File: src/rtl/shift_deserializer_rx.sv
// LSB-first serial-to-parallel receiver with a held output word, valid/ready
// handshake and a sticky overrun flag for words dropped under backpressure.
module shift_deserializer_rx #(
    parameter  int WIDTH = 4,
    localparam int CW    = $clog2(WIDTH)
) (
    input  logic             clk,
    input  logic             areset_n,
    input  logic             clear,
    input  logic             ena,
    input  logic             sin,
    output logic [WIDTH-1:0] q,
    output logic             busy,
    output logic [WIDTH-1:0] data,
    output logic             valid,
    input  logic             ready,
    output logic             overrun
);

    localparam logic [CW-1:0] LAST = CW'(WIDTH - 1);

    logic [CW-1:0]    count;
    logic [WIDTH-1:0] shift_word;
    logic             complete;
    logic             consume;

    assign shift_word = {sin, q[WIDTH-1:1]};
    assign complete   = ena && (count == LAST);
    assign consume    = valid && ready;
    assign busy       = (count != '0);

    always_ff @(posedge clk or negedge areset_n) begin
        if (!areset_n) begin
            q       <= '0;
            count   <= '0;
            data    <= '0;
            valid   <= 1'b0;
            overrun <= 1'b0;
        end else if (clear) begin
            q       <= '0;
            count   <= '0;
            data    <= '0;
            valid   <= 1'b0;
            overrun <= 1'b0;
        end else begin
            if (ena) begin
                q     <= shift_word;
                count <= complete ? '0 : count + CW'(1);
            end
            // A word completing while the old one is still unconsumed is dropped.
            if (complete) begin
                if (!valid || consume) begin
                    data  <= shift_word;
                    valid <= 1'b1;
                end else begin
                    overrun <= 1'b1;
                end
            end else if (consume) begin
                valid <= 1'b0;
            end
        end
    end

endmodule

File: config.mk
export PLATFORM = sky130hd
export DESIGN_NAME = shift_deserializer_rx
export DESIGN_NICKNAME = d
export VERILOG_FILES = /design/src/rtl/shift_deserializer_rx.sv
export SDC_FILE = /design/constraint.sdc
export NUM_CORES = 1
export LEC_CHECK = 0
export CAP_MARGIN = 30
export CORE_UTILIZATION = 35
export CTS_BUF_LIST = sky130_fd_sc_hd__clkbuf_8
export CTS_CLUSTER_DIAMETER = 40
export DETAILED_ROUTE_END_ITERATION = 8
export PLACE_DENSITY = 0.73
export SYNTH_ARGS = -nofsm -noshare
export SYNTH_HDL_FRONTEND = slang
export SYNTH_SLANG_ARGS = --single-unit
File: constraint.sdc
create_clock -name clk -period 3.2 [get_ports clk]
set_input_delay 0.32 -clock clk [delete_from_list [all_inputs] [get_ports clk]]
set_output_delay 0.32 -clock clk [all_outputs]
set_load 0.01 [all_outputs]
* Word level (Yosys, flattened, before mapping) *
Cells that the tools add are included.

word-level totals
  bits of input ports = 6
  bits in registers = 12
  logic and storage cells = 36

cells by class
  mux-type cells = 15
  add/subtract/negate cells = 1
  eq/ne operators = 3
  reductions and logical operators = 12

operators by type and width
  cell                                                              number
  4-bit 2-to-1 mux                                                  5
  2-bit nonzero test                                                4
  1-bit 2-to-1 mux                                                  7
  2-bit 2-to-1 mux                                                  3
  2-bit AND reduction                                               3
  3-bit by 2-bit != test with 1-bit output (second input constant)  1
  3-bit nonzero test                                                1
  2-bit by 1-bit adder with 2-bit output (second input constant)    1
  2-bit equality test (second input constant)                       1
  1-bit logical AND                                                 2
  2-bit != test (second input constant)                             1
  1-bit logical NOT                                                 1
  1-bit logical OR                                                  1

* Depth between registers and ports, before layout *
Gate-level depths: netlist of run 1.

  depth in word-level cells = 5
  mapped depth = 4

* Worst setup path after synthesis of run 1 *
OpenSTA, ideal clock, no wires.

  path type = register to register
  start point = register count[0]
  end point = register data[0]
  cell stages (with the launch flop) = 5
  setup time = 0.079 ns
  arrival = 0.966 ns
  period minus slack after synthesis = 1.045 ns
  setup slack = 2.155 ns
  cell sequence = dfrtp_1 ha_1 nand2_4 nor2_8 mux2i_1

between the ends
  cells in the longest elaborated chain, start to end = 4

ends and longest elaborated chain
  what                           line  text
  start: declaration             22    logic [CW-1:0] count;
  start signal: assignment       48    count <= complete ? '0 : count + CW'(1);
  2-bit equality test            28    assign complete = ena && (count == LAST);
  1-bit logical AND              28
  2-bit nonzero test (no line)   n/a
  2-bit AND reduction (no line)  n/a
  end signal: assignment         53    data <= shift_word;
  end: declaration               14    output logic [WIDTH-1:0] data,

Every way passes these cells.
A chain may end at the register's enable or synchronous reset.

* Worst setup path after layout of run 1 *
  start point = register count[0]
  end point = output port busy

between the ends
  cells in the longest elaborated chain, start to end = 1

ends and longest elaborated chain
  what                line  text
  2-bit nonzero test  30    assign busy = (count != '0);
  end: declaration    13    output logic busy,

Every way passes these cells.

==> impl_metrics.yaml, run 1 <==
route:
  drt_first_pass_iters: 2
  via_per_inst: 4.71
  wl_per_cell_um: 12.0
  via_count: 400
  ant_nets: 0
  post-route-drc-count: 0
  drtIter0Drc: 2
  wl_um: 1020
global_routing:
  overflow: 0
  grt_pass1_wl_um: 1800
  grt_max_degree: 17
  antenna_found_initial: 0
  grt_pass1_vias: 415
  grt_use_total_pct: 13.0
timing:
  finalCritPeriodShare_pct: 54.7
  fin_skew_ps: 1.03
  maxSlewHeadroom_pct: 64.5
  min_period_ps: 1750
  finalSetupViolations: 0
  slew_violations: 0
  rsz0062_at_grt: "false"
  fin_setup_tns_ps: 0
  hold_slack_ps: 435
  tightest_slew_ps: 531
  max_freq_mhz: 571
  finalHoldViolations: 0
floorplan:
  start_util_pct: 38.5
  die_width_um: 43.2
  die-area_mm2: 0.00186
  core_mm2: 0.00154
  die_h_um: 43.2
  ios: 17
  num_rows: 14
logic_synthesis:
  synth_cells: 51
  synth_top_cell_by_area: "dfrtp_1"
  synth_ff_type: "dfrtp_1"
  synth_edf_count: 0
  syn_area_um2: 593
  ys_seq_area_share_pct: 50.6
  synthDistinctLibCells: 13
  ys_seq_elements: 12
  yosysWarnings: 0
  synth_top_area_share_pct: 50.6
  async_flop_share_pct: 100
  synth_fp_nets: 59
  synth_common_cells: "12 x dfrtp_1, 10 x mux2i_1, 9 x nor2_1, 8 x nand2b_1, 3 x inv_1"
  syn_area_per_cell_um2: 11.6
  yosysMostFrequentCell: "dfrtp_1"
  synth.area.top_cells: "dfrtp_1 51%, mux2i_1 17%, nand2b_1 8.4%, nor2_1 5.7%, ha_1 4.2%"
layout:
  layout.cells.non_filler: 85
  drive_gt1_share_pct: 10.1
  fillers: 140
  nets: 78
  post-route-cell-area_um2: 812
  antennaDiodeCount: 0
  syn_to_final_growth_pct: 36.9
clocking:
  clock_path_buffers: 2
  cts_resized: 0
  cts_setup_buffers: 0
  numClockSinks: 12
  clock_latency_ps: 230
  cts_htree_levels: 1
  cts_buffers: 3
  clk_pin_slew_ps: 50
  cts_tree: "yes"
  holdBufCountCts: 0
  cts-root-buf: "clkbuf_8"
placed_design:
  dp_cells: 81
  portBuffers: 16
  dp_hpwl_um: 736
  place_congestion: 0.751
  dpl_cell_area_um2: 757
critical_path:
  critPathKind: "reg2out"
  crit_chain: "inv_1 > ha_1 > inv_1 > clkdlybuf4s50_1"
  cp-startpoint: "count[0]$_DFFE_PN0P_"
  cp_slowest_cell: "clkdlybuf4s50_1"
  critPathMostFrequentCell: "inv_1"
  cp.arrival_ps: 1430
  r2r-end: "data[0]$_DFFE_PN0P_"
  crit_required_ps: 2880
  crit_fanout: 4
  crit_path_end_kind: "primary output"
  slowest_delay_ps: 520
  r2r_slack_ps: 2030
  reg2regPathDepth: 4
  r2r-start: "count[0]$_DFFE_PN0P_"
  crit_path_start_kind: "register"
pwr:
  ir_worst_vdd_mv: 0.350
  p_leak_nw: 0.366
  powerDensity_mw_per_mm2: 441
hold_path:
  hold_path_class: "in2async"
run_status:
  status: "complete, no violations"
run:
  maxCapViolations: 0
how the worst max path moves through the flow:
stage	to	slack, ps
4_1_cts	busy	1430
6_report	busy	1450
3_5_place_dp	data[0]$_DFFE_PN0P_	1520
3_3_place_gp	data[0]$_DFFE_PN0P_	1560
2_1_floorplan	data[0]$_DFFE_PN0P_	2160
5_1_grt	busy	1360
report_power, final:
part	internal, mW	leakage [nW]	total, mW	switching [mW]
Sequential	0.156	0.165	0.159	0.00356
Clock	0.108	0.0288	0.160	0.0519
Combinational	0.0204	0.173	0.0386	0.0182
Total	0.285	0.366	0.358	0.0737
critical path: cells and delay by family, from the launching register on:
family | cells | cell delay (ps)
flip-flops | 1 | 380
buffers and inverters | 3 | 630
adder cells (fa/ha/maj) | 1 | 190
area by class of cell:
type	count	area [um^2]	share of cell area [%]
multi-input cells	34	265	32.7
repair buffers	16	160	19.7
well taps	16	20.0	2.47
clock buffers	4	55.1	6.78
inverters	3	11.3	1.39
flip-flops and latches	12	300	37.0
cells by family after synthesis:
kind of cell	after synthesis	share of synthesized area, %
AOI/OAI and AO/OA	2	1.90
adders and majority gates	2	4.22
buffers and inverters	5	4.64
DFF	12	50.6
muxes	10	16.9
and+or+nand+nor	20	21.7
state kept, by name, indices dropped and copies added (netlist names):
name / count
count: 2
data: 4
overrun: 1
q: 4
valid: 1
placed cells by master, fill, tap and decap left out, types with 2 or more instances in the layout:
master and count:
clkdlybuf4s50_1 16, clkbuf_8 4, mux2i_1 10, nor2_1 9, inv_1 3, nand2b_1 8
dfrtp_1 12, ha_1 2
metrics by stage:
stage                     utilization [%]  power [mW]  setup slack, ps
after detailed placement             49.1       0.201             1520
after CTS                            52.7       0.363             1430
after global routing                 52.7       0.376             1360
after global placement               49.1       0.200             1560
final                                52.7       0.358             1450
after floorplan                         -       0.182             2160
routing by layer:
layer,track usage (%),vias up,part of all wire [%]
met3,2.98,2,4.8
met4,5.45,0,0.88
li1,-,200,-
met2,19.1,8,44
met5,0,-,0
met1,18.3,190,50
(Power assumes the default switching activity.)
==> run 2: changes to the inputs <==
Clock period 3.2 ns to 1.8 ns, I/O delays scaled along.
==> results of run 2 <==
The final DEF is identical to that of run 1. Status: complete, no violations.
Among the figures that moved: setup slack after placement 1520 ps -> 263 ps; setup slack after layout 1450 ps -> 189 ps; hold slack 435 ps -> 295 ps; register-to-register setup slack 2030 ps -> 630 ps; total power 0.358 mW -> 0.637 mW; worst IR drop on VDD 0.350 mV -> 0.623 mV
